===== src/rtl/gpr_bank.sv =====
// rtl/gpr_bank.sv - 32-entry GPR bank with busy scoreboard and issue stall
module gpr_bank #(
    parameter int XLEN  = 32,
    parameter int NREGS = 32
) (
    input  logic                    clock_in,
    input  logic                    reset_n_in,
    output logic [NREGS*XLEN-1:0]   regs_data_out,
    output logic [NREGS-1:0]        busy_out,
    input  logic [4:0]              rs1_addr_in,
    input  logic                    rs1_used_in,
    input  logic [4:0]              rs2_addr_in,
    input  logic                    rs2_used_in,
    input  logic                    issue_valid_in,
    input  logic [4:0]              issue_rd_in,
    output logic                    stall_out,
    output logic                    issue_ack_out,
    input  logic                    wb_valid_in,
    input  logic [4:0]              wb_rd_in,
    input  logic [XLEN-1:0]         wb_data_in,
    input  logic                    flush_in
);

    // x0 has no storage; entries 1..NREGS-1 only
    logic [NREGS-1:1][XLEN-1:0] regs_q, regs_d;
    logic [NREGS-1:0]           busy_q, busy_d;

    logic wb_en;
    logic issue_set;

    // Stall uses registered busy only, so write-back never shortens a stall;
    // busy_q[0] is held at 0 so address 0 can never stall
    always_comb begin
        stall_out     = issue_valid_in &
                        ((rs1_used_in & busy_q[rs1_addr_in]) |
                         (rs2_used_in & busy_q[rs2_addr_in]) |
                         busy_q[issue_rd_in]);
        issue_ack_out = issue_valid_in & ~stall_out;
        wb_en         = wb_valid_in & (wb_rd_in != 5'd0);
        issue_set     = issue_ack_out & (issue_rd_in != 5'd0);
    end

    // Next register contents: write-back is unaffected by flush
    always_comb begin
        regs_d = regs_q;
        for (int k = 1; k < NREGS; k++) begin
            if (wb_en && (wb_rd_in == 5'(k))) begin
                regs_d[k] = wb_data_in;
            end
        end
    end

    // Next busy: wb clears, accepted issue sets (issue wins), flush clears all
    always_comb begin
        busy_d = busy_q;
        if (wb_en) begin
            busy_d[wb_rd_in] = 1'b0;
        end
        if (issue_set) begin
            busy_d[issue_rd_in] = 1'b1;
        end
        if (flush_in) begin
            busy_d = '0;
        end
        busy_d[0] = 1'b0;
    end

    // State registers, asynchronously cleared
    always_ff @(posedge clock_in or negedge reset_n_in) begin
        if (!reset_n_in) begin
            regs_q <= '0;
            busy_q <= '0;
        end else begin
            regs_q <= regs_d;
            busy_q <= busy_d;
        end
    end

    assign regs_data_out = {regs_q, {XLEN{1'b0}}};
    assign busy_out      = busy_q;

endmodule


===== config.mk =====
export PLATFORM = sky130hd
export DESIGN_NAME = gpr_bank
export DESIGN_NICKNAME = d
export VERILOG_FILES = /design/src/rtl/gpr_bank.sv
export SDC_FILE = /design/constraint.sdc
export NUM_CORES = 1
export LEC_CHECK = 0
export BUFFER_PORTS_ARGS = -buffer_cell sky130_fd_sc_hd__buf_4
export CAP_MARGIN = 20
export CORE_AREA = 2 2 439 441
export DETAILED_ROUTE_END_ITERATION = 6
export DIE_AREA = 0 0 441 443
export GPL_ROUTABILITY_DRIVEN = 0
export PLACE_DENSITY_LB_ADDON = 0.2
export SYNTH_ARGS = -nofsm -noshare
export SYNTH_HDL_FRONTEND = slang
export SYNTH_SLANG_ARGS = --single-unit

===== constraint.sdc =====
create_clock -name clock_in -period 2.8 [get_ports clock_in]
set_input_delay 0.42 -clock clock_in [delete_from_list [all_inputs] [get_ports clock_in]]
set_output_delay 0.42 -clock clock_in [all_outputs]
set_load 0.01 [all_outputs]

==> results by group <==
Worst setup path
  • R2r endpoint: busy_out[15]
  • Critical path peak fanout: 5
  • Worst setup endpoint: stall_out
  • Critical path startpoint: busy_out[21]
  • Critical Path End Type: output port
  • CP arrival: 2.76 ns
  • R2R depth: 7
  • WP data required: 2.38 ns
  • Setup Crit Path Kind: flip-flop to output port
  • R2r setup slk: 0.50 ns
  • Startpoint Class: flip-flop
  • Crit Reg-Reg Startpoint: busy_out[21]

Pwr
  • Lkg Pwr: 26.7 nW
  • Maximum vdd drop: 0.000578 V
  • Combinational share of power: 24.0%
  • Clk network pwr share: 34.6%
  • Seq pwr share: 41.4%
  • Psw: 13.5 mW
  • Switching Fraction: 29.4%
  • Power density over the cells: 827 nW/um2
  • Int Power: 32.5 mW

Floorplanning
  • Starting Density: 20.7%
  • # IOs: 1117
  • Die area: 195000 um2
  • FP Rows: 161
  • Die Span Y: 443 um
  • Die Width: 441 um
  • Area of the core: 191000 um2

Route
  • Initial DRC count: 1280
  • Routed wire length: 175000 um
  • Vias: 26100
  • DR pass1 iterations: 5
  • DR WL/cell: 27.9 um
  • Final ANT Viol Nets: 0
  • Vias/cell: 4.17
  • DRC: 0

Place
  • PortBufs: 1083
  • Final HPWL DP: 122000 um
  • Pre-CTS setup slack: 0.108 ns

Clock network
  • Latest clock arrival within the worst-skew pair: 0.78 ns
  • Clock root cell: clkbuf_16
  • Clock transition at the registers of the reported paths: 0.07 ns
  • Clk sink count: 1023
  • Clock Path Buffers: 3
  • H-tree depth: 3
  • CTS Buf Count: 121
  • CTS tree: yes

STA
  • Worst Setup Slack, final: -0.377 ns
  • FMAX: 0.315 GHz
  • Setup-failing EPs final: 2
  • Final TNS setup: -0.745 ns
  • Worst slew pin tran: 0.891 ns
  • Final hold vios: 0
  • RSZ-0062 raised after global routing: yes
  • Clock Skews: 0.0481 ns
  • Fin. max-slew vios: 0
  • Min Clock Period, post-route: 3.18 ns
  • Final period utilization: 113%
  • Relative slew slack: 40.6%

Global routing
  • Initial antenna violation count: 17
  • Total gr overflow: 0
  • Number of global-route vias before repair: 27100
  • First-pass GRT wire length: 237000 um
  • Largest net degree at the start of global routing: 84
  • GRT Total Usage: 17.5%

Worst hold path
  • Hold Path Class: primary input to flip-flop
  • Hold Path Depth: 4
  • Hold_sp: issue_rd_in[3]

Logic synthesis
  • Synthesized flop and latch total: 1023
  • Async set or reset register ratio after synthesis: 100%
  • Synth cell types: 43
  • Synth warnings: 0
  • Synthesized area: 39600 um2
  • Synth top area cells: dfrtp_1 (65%), mux2_2 (28%), clkbuf_1 (1.7%)
  • Yosys top cell area share: 64.7%
  • Seq/Total Area, Yosys: 64.7%
  • Post-synth EDFFs: 0
  • Dominant synthesized flop cell: dfrtp_1
  • Synthesized area per cell: 15.7 um2
  • Post-synth top area cell: dfrtp_1
  • Synth Instances: 2517

Outcome
  • Status: complete, but fails checks
  • Failing checks: setup timing

Final layout
  • # fillers: 19600
  • Share of layout cells above drive strength 1: 65.7%
  • Synthesis-to-layout area growth: 40.4%
  • Multi-input logic area: 13100 um2
  • Layout Nets: 3683
  • FF/Latch Area: 25600 um2
  • Post-layout util: 29.1%

Run
  • Maxcap violations: 0
placed cells by master, fill, tap and decap left out, drive strengths merged, types with 2 or more instances in the layout:
cell	synthesis	routed
a21oi	5	5
a22oi	3	3
and3	2	2
buf	80	1207
bufinv	0	3
clkbuf	176	195
clkinv	0	20
clkinvlp	0	4
conb	1	33
dfrtp	1023	1023
diode	0	6
inv	12	14
mux2	995	995
mux2i	16	16
mux4	14	14
nand2	49	49
nand2b	9	9
nand3	6	6
nand3b	17	17
nand4	4	4
nor2	23	23
nor2b	9	9
nor3	10	10
nor3b	2	2
nor4	4	4
nor4b	2	2
o211ai	3	3
o21ai	21	21
o32ai	10	10
or3b	8	8
or4	2	2
logic make-up (layout without fill, tap and decap cells):
group / after synthesis / in the layout / share of synthesized area [%]
mux: 1025 / 1025 / 29.5
simple gates: 150 / 150 / 2.02
buf+inv: 268 / 1444 / 2.95
other cells: 1 / 39 / 0.00947
compound gates: 50 / 50 / 0.835
flops: 1023 / 1023 / 64.7
state kept, by name (all words and copies together), names as in the netlist:
| signal | count |
|---|---|
| regs_data_out | 992 |
| busy_out | 31 |
critical path, cell delays in order, from the launching register on:
cell	delay [ns]
dfrtp_1	0.42
mux4_2	0.48
mux2_4	0.29
a21oi_2	0.11
o31ai_1	0.07
a211o_1	0.35
and2_4	0.16
buf_6	0.11
worst min-delay path by stage:
stage | slack (ns) | to
after floorplan | 0.12 | busy_out[10]
after global placement | 0.48 | regs_data_out[812]
after detailed placement | 0.47 | regs_data_out[812]
after global routing | 0.05 | busy_out[1]
after CTS | 0.002 | busy_out[1]
final | 0.10 | busy_out[2]
timing repair:
item	4_1_cts	5_1_grt
endpoints found under the hold margin	19	0
setup endpoints to repair	2	2
hold buffers	1	0
pin swaps	4	2
resized for setup	7	4
setup buffers	1	4
routing by layer:
layer  global-route usage (%)  wire length (um)
met2                     31.2             90400
met5                        0                 0
met4                     6.09              6430
met3                     4.79             11800
met1                     19.9             66300
synth_stat cells (14+ instances only):
master       n
buf_4       35
dfrtp_1   1023
mux4_2      14
buf_2       17
o21ai_1     19
nand2_1     49
mux2_2     995
nor2_1      23
mux2i_1     16
clkbuf_1   176
buf_1       27
nand3b_1    17
layout make-up:
class                           instances  area share [%]
Timing Repair Buffer                 1208            17.3
Tap cell                             2526            5.69
Clock buffer                          195            6.65
Multi-Input combinational cell       1258            23.6
Antenna cell                            6          0.0270
Sequential cell                      1023            46.1
Clock inverter                         29           0.583
Inverter                               12          0.0810
power groups by stage:
stage          Clock (mW)  Combinational, mW  Sequential, mW
2_1_floorplan           0               2.80            20.5
3_3_place_gp            0               11.2            19.2
3_5_place_dp            0               11.3            19.3
4_1_cts              16.5               11.3            19.1
5_1_grt              17.1               11.6            19.4
6_report             15.9               11.0            19.0
stage by stage:
step	instance area (um2)	power, mW	instances	hold WS [ns]
after global routing	55600	48.1	6253	0.0531
after global placement	51500	30.4	6021	0.479
final	55600	46.0	6257	0.102
after detailed placement	51500	30.5	6021	0.471
after CTS	55500	46.8	6247	0.00201
after floorplan	39700	23.3	2549	0.124
No activity file was read; power rests on OpenSTA's default activity.
